**src/rtl/echo_frame_sequencer_if.sv**
```systemverilog
// Control bundle between the echo-frame sequencer and the echo-cancellation datapath.
// The master side is the sequencer; the slave side is the datapath and the frame timing source.
interface echo_frame_sequencer_if #(
   parameter int unsigned CW = 13
);
   logic          run;
   logic [CW-1:0] sampling_cycle_counter;
   logic          ready_conv;
   logic          ready_lag;
   logic          clear_err;
   logic          enable_conv;
   logic          enable_lag;
   logic          enable_out;
   logic          enable_cancel;
   logic          lag_sampling_en;
   logic [15:0]   frame_count;
   logic          timeout_err;
   logic [1:0]    err_stage;
   logic          overrun_err;
   logic          busy;

   modport master (
      input  run, sampling_cycle_counter, ready_conv, ready_lag, clear_err,
      output enable_conv, enable_lag, enable_out, enable_cancel, lag_sampling_en,
      output frame_count, timeout_err, err_stage, overrun_err, busy
   );

   modport slave (
      output run, sampling_cycle_counter, ready_conv, ready_lag, clear_err,
      input  enable_conv, enable_lag, enable_out, enable_cancel, lag_sampling_en,
      input  frame_count, timeout_err, err_stage, overrun_err, busy
   );
endinterface

```
**src/rtl/echo_frame_sequencer.sv**
```systemverilog
// Per-frame enable sequencer for the echo-cancellation chain: handshake-driven conv/lag stages,
// timeout and overrun detection, cancel-delay and warm-up gating. All outputs are registered.
module echo_frame_sequencer #(
   parameter int unsigned PULSE_LEN     = 4,
   parameter int unsigned CONV_TIMEOUT  = 64,
   parameter int unsigned LAG_TIMEOUT   = 1024,
   parameter int unsigned CANCEL_DELAY  = 2500,
   parameter int unsigned WARMUP_FRAMES = 2,
   parameter int unsigned CW            = 13
) (
   input logic                   clk_operation,
   input logic                   rst,
   echo_frame_sequencer_if.master bus
);

   localparam int unsigned MaxTo  = (CONV_TIMEOUT > LAG_TIMEOUT) ? CONV_TIMEOUT : LAG_TIMEOUT;
   localparam int unsigned WaitW  = $clog2(MaxTo + 1);
   localparam int unsigned PulseW = $clog2(PULSE_LEN + 1);
   localparam int unsigned DelayW = $clog2(CANCEL_DELAY + 1);
   localparam int unsigned WarmW  = $clog2(WARMUP_FRAMES + 2);

   localparam logic [PulseW-1:0] PulseLast  = PulseW'(PULSE_LEN - 1);
   localparam logic [WaitW-1:0]  ConvLimit  = WaitW'(CONV_TIMEOUT);
   localparam logic [WaitW-1:0]  LagLimit   = WaitW'(LAG_TIMEOUT);
   localparam logic [DelayW-1:0] DelayLast  = DelayW'(CANCEL_DELAY - 1);
   localparam logic [WarmW-1:0]  WarmTarget = WarmW'(WARMUP_FRAMES);

   localparam logic [2:0] StIdle      = 3'd0;
   localparam logic [2:0] StConvPulse = 3'd1;
   localparam logic [2:0] StConvWait  = 3'd2;
   localparam logic [2:0] StLagPulse  = 3'd3;
   localparam logic [2:0] StLagWait   = 3'd4;
   localparam logic [2:0] StFrameDone = 3'd5;

   logic [2:0]        state_q, state_d;
   logic [PulseW-1:0] pulse_q, pulse_d;
   logic [WaitW-1:0]  wait_q, wait_d, wait_inc;
   logic [DelayW-1:0] delay_q, delay_d;
   logic [WarmW-1:0]  warm_q, warm_d;
   logic              conv_q, conv_d;
   logic              lag_q, lag_d;
   logic              out_q, out_d;
   logic              cancel_q, cancel_d;
   logic              lse_q, lse_d;
   logic [15:0]       fc_q, fc_d;
   logic              to_q, to_d;
   logic [1:0]        stage_q, stage_d;
   logic              ov_q, ov_d;
   logic              busy_q, busy_d;
   logic              frame_start;

   assign frame_start = (bus.sampling_cycle_counter == {CW{1'b0}});
   assign wait_inc    = wait_q + WaitW'(1);

   always_comb begin
      state_d  = state_q;
      pulse_d  = pulse_q;
      wait_d   = wait_q;
      delay_d  = delay_q;
      warm_d   = warm_q;
      conv_d   = conv_q;
      lag_d    = lag_q;
      out_d    = out_q;
      cancel_d = cancel_q;
      lse_d    = lse_q;
      fc_d     = fc_q;
      to_d     = to_q;
      stage_d  = stage_q;
      ov_d     = ov_q;

      // Clear is applied first so that an error firing in the same cycle overrides it.
      if (bus.clear_err) begin
         to_d    = 1'b0;
         stage_d = 2'b00;
         ov_d    = 1'b0;
      end

      if (!bus.run) begin
         state_d  = StIdle;
         pulse_d  = '0;
         wait_d   = '0;
         delay_d  = '0;
         warm_d   = '0;
         conv_d   = 1'b0;
         lag_d    = 1'b0;
         out_d    = 1'b0;
         cancel_d = 1'b0;
         lse_d    = 1'b0;
      end else begin
         if (state_q != StIdle && frame_start) begin
            ov_d = 1'b1;
         end

         case (state_q)
            StIdle: begin
               if (frame_start) begin
                  state_d = StConvPulse;
                  conv_d  = 1'b1;
                  pulse_d = '0;
               end
            end
            StConvPulse: begin
               if (pulse_q == PulseLast) begin
                  state_d = StConvWait;
                  conv_d  = 1'b0;
                  wait_d  = '0;
               end else begin
                  pulse_d = pulse_q + PulseW'(1);
               end
            end
            StConvWait: begin
               if (bus.ready_conv) begin
                  state_d = StLagPulse;
                  lag_d   = 1'b1;
                  pulse_d = '0;
               end else if (wait_inc == ConvLimit) begin
                  state_d = StIdle;
                  wait_d  = '0;
                  to_d    = 1'b1;
                  stage_d = 2'b01;
               end else begin
                  wait_d = wait_inc;
               end
            end
            StLagPulse: begin
               if (pulse_q == PulseLast) begin
                  state_d = StLagWait;
                  lag_d   = 1'b0;
                  wait_d  = '0;
               end else begin
                  pulse_d = pulse_q + PulseW'(1);
               end
            end
            StLagWait: begin
               if (bus.ready_lag) begin
                  state_d = StFrameDone;
               end else if (wait_inc == LagLimit) begin
                  state_d = StIdle;
                  wait_d  = '0;
                  to_d    = 1'b1;
                  stage_d = 2'b10;
               end else begin
                  wait_d = wait_inc;
               end
            end
            StFrameDone: begin
               state_d = StIdle;
               fc_d    = fc_q + 16'd1;
               out_d   = 1'b1;
               if (warm_q != WarmTarget) begin
                  warm_d = warm_q + WarmW'(1);
               end
            end
            default: state_d = StIdle;
         endcase

         // Cancel delay runs from the enable_out rise, independent of the frame FSM.
         if (out_q && !cancel_q) begin
            if (delay_q == DelayLast) begin
               cancel_d = 1'b1;
            end else begin
               delay_d = delay_q + DelayW'(1);
            end
         end

         if (warm_q == WarmTarget) begin
            lse_d = 1'b1;
         end
      end

      busy_d = (state_d != StIdle);
   end

   always_ff @(posedge clk_operation or negedge rst) begin
      if (!rst) begin
         state_q  <= StIdle;
         pulse_q  <= '0;
         wait_q   <= '0;
         delay_q  <= '0;
         warm_q   <= '0;
         conv_q   <= 1'b0;
         lag_q    <= 1'b0;
         out_q    <= 1'b0;
         cancel_q <= 1'b0;
         lse_q    <= 1'b0;
         fc_q     <= 16'd0;
         to_q     <= 1'b0;
         stage_q  <= 2'b00;
         ov_q     <= 1'b0;
         busy_q   <= 1'b0;
      end else begin
         state_q  <= state_d;
         pulse_q  <= pulse_d;
         wait_q   <= wait_d;
         delay_q  <= delay_d;
         warm_q   <= warm_d;
         conv_q   <= conv_d;
         lag_q    <= lag_d;
         out_q    <= out_d;
         cancel_q <= cancel_d;
         lse_q    <= lse_d;
         fc_q     <= fc_d;
         to_q     <= to_d;
         stage_q  <= stage_d;
         ov_q     <= ov_d;
         busy_q   <= busy_d;
      end
   end

   assign bus.enable_conv     = conv_q;
   assign bus.enable_lag      = lag_q;
   assign bus.enable_out      = out_q;
   assign bus.enable_cancel   = cancel_q;
   assign bus.lag_sampling_en = lse_q;
   assign bus.frame_count     = fc_q;
   assign bus.timeout_err     = to_q;
   assign bus.err_stage       = stage_q;
   assign bus.overrun_err     = ov_q;
   assign bus.busy            = busy_q;

endmodule

```
**src/flat_wrapper.sv**
```systemverilog
// flat-port wrapper written by rule: the top's interface ports become plain ports
module echo_frame_sequencer_flat 
#(
   parameter int unsigned PULSE_LEN     = 4,
   parameter int unsigned CONV_TIMEOUT  = 64,
   parameter int unsigned LAG_TIMEOUT   = 1024,
   parameter int unsigned CANCEL_DELAY  = 2500,
   parameter int unsigned WARMUP_FRAMES = 2,
   parameter int unsigned CW            = 13
)
  (clk_operation, rst, bus_run, bus_sampling_cycle_counter, bus_ready_conv, bus_ready_lag, bus_clear_err, bus_enable_conv, bus_enable_lag, bus_enable_out, bus_enable_cancel, bus_lag_sampling_en, bus_frame_count, bus_timeout_err, bus_err_stage, bus_overrun_err, bus_busy);
  echo_frame_sequencer_if #(.CW(CW)) bus_i ();
  input logic clk_operation;
  input logic rst;
  input wire logic [$bits(bus_i.run)-1:0] bus_run;
  input wire logic [$bits(bus_i.sampling_cycle_counter)-1:0] bus_sampling_cycle_counter;
  input wire logic [$bits(bus_i.ready_conv)-1:0] bus_ready_conv;
  input wire logic [$bits(bus_i.ready_lag)-1:0] bus_ready_lag;
  input wire logic [$bits(bus_i.clear_err)-1:0] bus_clear_err;
  output wire logic [$bits(bus_i.enable_conv)-1:0] bus_enable_conv;
  output wire logic [$bits(bus_i.enable_lag)-1:0] bus_enable_lag;
  output wire logic [$bits(bus_i.enable_out)-1:0] bus_enable_out;
  output wire logic [$bits(bus_i.enable_cancel)-1:0] bus_enable_cancel;
  output wire logic [$bits(bus_i.lag_sampling_en)-1:0] bus_lag_sampling_en;
  output wire logic [$bits(bus_i.frame_count)-1:0] bus_frame_count;
  output wire logic [$bits(bus_i.timeout_err)-1:0] bus_timeout_err;
  output wire logic [$bits(bus_i.err_stage)-1:0] bus_err_stage;
  output wire logic [$bits(bus_i.overrun_err)-1:0] bus_overrun_err;
  output wire logic [$bits(bus_i.busy)-1:0] bus_busy;
  assign bus_i.run = bus_run;
  assign bus_i.sampling_cycle_counter = bus_sampling_cycle_counter;
  assign bus_i.ready_conv = bus_ready_conv;
  assign bus_i.ready_lag = bus_ready_lag;
  assign bus_i.clear_err = bus_clear_err;
  assign bus_enable_conv = bus_i.enable_conv;
  assign bus_enable_lag = bus_i.enable_lag;
  assign bus_enable_out = bus_i.enable_out;
  assign bus_enable_cancel = bus_i.enable_cancel;
  assign bus_lag_sampling_en = bus_i.lag_sampling_en;
  assign bus_frame_count = bus_i.frame_count;
  assign bus_timeout_err = bus_i.timeout_err;
  assign bus_err_stage = bus_i.err_stage;
  assign bus_overrun_err = bus_i.overrun_err;
  assign bus_busy = bus_i.busy;
  echo_frame_sequencer #(.PULSE_LEN(PULSE_LEN), .CONV_TIMEOUT(CONV_TIMEOUT), .LAG_TIMEOUT(LAG_TIMEOUT), .CANCEL_DELAY(CANCEL_DELAY), .WARMUP_FRAMES(WARMUP_FRAMES), .CW(CW)) u_core (.clk_operation(clk_operation), .rst(rst), .bus(bus_i));
endmodule
```
**config.mk**
```make
export PLATFORM = sky130hd
export DESIGN_NAME = echo_frame_sequencer_flat
export DESIGN_NICKNAME = d
export VERILOG_FILES = /design/src/rtl/echo_frame_sequencer_if.sv /design/src/rtl/echo_frame_sequencer.sv /design/src/flat_wrapper.sv
export SDC_FILE = /design/constraint.sdc
export NUM_CORES = 1
export LEC_CHECK = 0
export BUFFER_PORTS_ARGS = -buffer_cell sky130_fd_sc_hd__buf_2
export CAP_MARGIN = 15
export CORE_ASPECT_RATIO = 0.5
export CORE_MARGIN = 2
export CORE_UTILIZATION = 45
export DETAILED_ROUTE_END_ITERATION = 6
export GPL_ROUTABILITY_DRIVEN = 0
export PLACE_DENSITY = 0.65
export REMOVE_ABC_BUFFERS = 1
export SLEW_MARGIN = 20
export SYNTH_ARGS = -nofsm -noshare
export SYNTH_HDL_FRONTEND = slang
export SYNTH_SLANG_ARGS = --single-unit
```
**constraint.sdc**
```tcl
create_clock -name clk_operation -period 6.14 [get_ports clk_operation]
set_input_delay 0 -clock clk_operation [delete_from_list [all_inputs] [get_ports clk_operation]]
set_output_delay 0 -clock clk_operation [all_outputs]
set_load 0.02 [all_outputs]
```
==> out/qor.csv <==
metric;value;unit
grt_pass1_vias;2547;
drive_above_1_share;19.8;%
fin_cells;466;
io_buffers;44;
n_antenna_cell;0;
routedWlPerCell;14.4;um
crit_path_max_fanout;6;
tns;0;ps
ff2ff_path_depth;7;
cts_tree;built;
wl;6.72;mm
hold_viol_final;0;
synth_cells;323;
insertion_delay;330;ps
initial_core_util;46.4;%
slew_violations;0;
fin_crit_sh;39.9;%
worstPathArrival;2660;ps
hold_end;u_core.bus.enable_lag;
route.detailed.drc;0;
status;complete, no violations;
synthAdderAreaFrac;2.43;%
die-height;62.6;um
r2r_setup_slack;3690;ps
place.detailed.instances;448;
mostFrequentLayoutCell;dfrtp_1;
grt_first_pass_wirelength;11.6;mm
grt_max_degree;58;
tightest_slew;756;ps
cts_buffers;9;
slew_headroom;49.6;%
final_cell_mix;dfrtp_1 (57), buf_2 (44), nand2_1 (33), xnor2_1 (24), nor2_1 (21);
cp-start-kind;flip-flop;
worstReg2RegStart;u_core.wait_q[0];
cts_sinks;57;
drt_iter0_markers;208;
netlist_area;3100;um^2
cellLeakagePower;1.73;nW
num_io_pins;45;
rows;21;
hold_ws;6.95;ps
worstHoldStart;bus_ready_conv;
synth-simple-area-share;23.9;%
cts_root_buf;clkbuf_16;
cts_resized;0;
worstSetupPathType;flip-flop to flip-flop;
worstHoldPathType;input pin to flip-flop;
synthToLayoutAreaGrowth;18.9;%
power_density;233;nW/um^2
avgSynthCellArea;9.58;um^2
htreeDepth;3;
ys_seq_area_share;46.1;%
vias_per_cell;5.41;
coreArea;6670;um^2
setup_violations;0;
synth_mux_area_share;1.82;%
yosysUniqueCellTypes;49;
synth_top_family_by_area;simple AND/OR/NAND/NOR gates;
finalCriticalPeriod;2450;ps
r2r-end;u_core.wait_q[0];
synth_edf_count;0;
dp_hpwl;4.53;mm
yosys_warnings;0;
synth_flop_cell;dfrtp_1;
final_nets;394;
fin_skew;6.04;ps
fillCellCount;597;
maxCapViolations;0;
clk_pin_slew;50;ps
grt_overflow_total;0;
drt_first_pass_iters;5;
grt_usage;19.7;%
dieArea;7600;um^2
dieWidth;121;um
synth_xor_area_share;8.49;%
crit_start;u_core.wait_q[0];
rsz0062_at_grt;no;
ir_drop;131;uV
antenna_found_initial;0;
ys_async_sr_fraction;100;%
hold_depth;3;
clock.fmax;408;MHz
required;6350;ps
drtAntennaViolNets;0;
end_kind;flip-flop;
cts_buffer_depth;2;
ys_ff_latch;57;
synth_compound_area_share;14.3;%
vias;2520;
stdcell_area;3680;um^2
placed_area;3390;um^2
-- worst max-delay path, cell delays in order (launching register included) --
cell and delay, ps:
dfrtp_1 410, ha_1 270, nand2_1 160, or3_1 410, a2111oi_0 430, o211ai_1 170
and2_1 210, mux2_2 270
-- power by group --
part           total [W]  internal (W)  switching (W)
Clock           0.000456      0.000282       0.000175
Sequential      0.000377      0.000377    0.000000468
Combinational  0.0000251    0.00000827      0.0000169
Total           0.000859      0.000667       0.000192
-- synth_stat cells (all sizes together), types with 2 or more instances --
cell | number | area (um^2)
nand4 | 8 | 56.3
xnor2 | 24 | 210
mux2 | 5 | 56.3
nor2 | 21 | 78.8
dfrtp | 57 | 1430
nor2b | 4 | 25.0
nor4 | 2 | 12.5
nand2b | 4 | 25.0
xor2 | 6 | 52.6
or3 | 6 | 37.5
or2 | 3 | 18.8
nand3 | 16 | 80.1
o31ai | 2 | 15.0
a211o | 2 | 17.5
a32oi | 2 | 17.5
and2 | 17 | 106
or3b | 2 | 17.5
o211ai | 3 | 22.5
o21ai | 17 | 85.1
a2111oi | 2 | 17.5
and3 | 7 | 43.8
buf | 3 | 17.5
a21boi | 3 | 22.5
a221o | 2 | 20.0
nor3 | 10 | 50.1
nand2 | 33 | 124
nor3b | 5 | 37.5
ha | 6 | 75.1
a21oi | 7 | 35.0
inv | 11 | 41.3
a22o | 2 | 17.5
a211oi | 4 | 35.0
a31oi | 3 | 18.8
clkbuf | 9 | 33.8
a21o | 4 | 30.0
-- per-stage QoR --
step | setup slack (ps) | utilization [%] | total power, W
floorplan | 3960 | - | 0.000389
global placement | 3840 | 50.7 | 0.000407
detailed placement | 3730 | 50.7 | 0.000408
CTS | 3710 | 55.2 | 0.000866
global route | 3540 | 55.2 | 0.000889
finish | 3690 | 55.2 | 0.000859
-- cell families (layout without fill, tap and decap cells) --
group / after synthesis / count (layout)
muxes: 5 / 5
and+or+nand+nor: 141 / 141
xor gates and xnor gates: 30 / 30
buffers and inverters: 23 / 74
adders and majority gates: 6 / 6
DFF: 57 / 57
AOI/OAI and AO/OA: 61 / 61
-- worst max path at each step --
stage,to,slack [ps],cells past startpoint
after global placement,u_core.bus.frame_count[12],3840,6
after global routing,u_core.wait_q[0],3540,7
after CTS,u_core.wait_q[0],3710,7
after detailed placement,u_core.wait_q[0],3730,7
final,u_core.wait_q[0],3690,7
after floorplan,u_core.wait_q[0],3960,7
-- state kept, by name, indices dropped and copies added (netlist names), 2 cells and up --
| signal | cells |
|---|---|
| u_core.delay_q | 12 |
| u_core.bus.err_stage | 2 |
| u_core.warm_q | 2 |
| u_core.wait_q | 11 |
| u_core.bus.frame_count | 16 |
| u_core.pulse_q | 3 |
| u_core.state_q | 3 |
-- metal layers --
| layer | up-vias | wire (um) | GRT usage, % |
|---|---|---|---|
| li1 | 1244 | - | - |
| met1 | 1223 | 3070 | 22.7 |
| met2 | 38 | 3280 | 33.6 |
| met3 | 15 | 259 | 7.39 |
| met4 | 0 | 115 | 7.76 |
| met5 | - | 0 | 0 |
-- what timing repair did --
action | 4_1_cts | 5_1_grt
buffers inserted | 0 | 0
endpoints found under the hold margin | 59 | 0
hold buffers | 2 | 0
endpoints found under the setup margin | 0 | 0
-- final cells by class --
class	instances	area (um^2)	area share [%]
repair buffers	47	248	6.73
flip-flops and latches	57	1430	38.7
clock inverters	5	31.3	0.850
well taps	92	115	3.13
multi-input cells	243	1580	42.8
inverters	11	41.3	1.12
clock buffers	11	243	6.59
(Power assumes the default switching activity.)
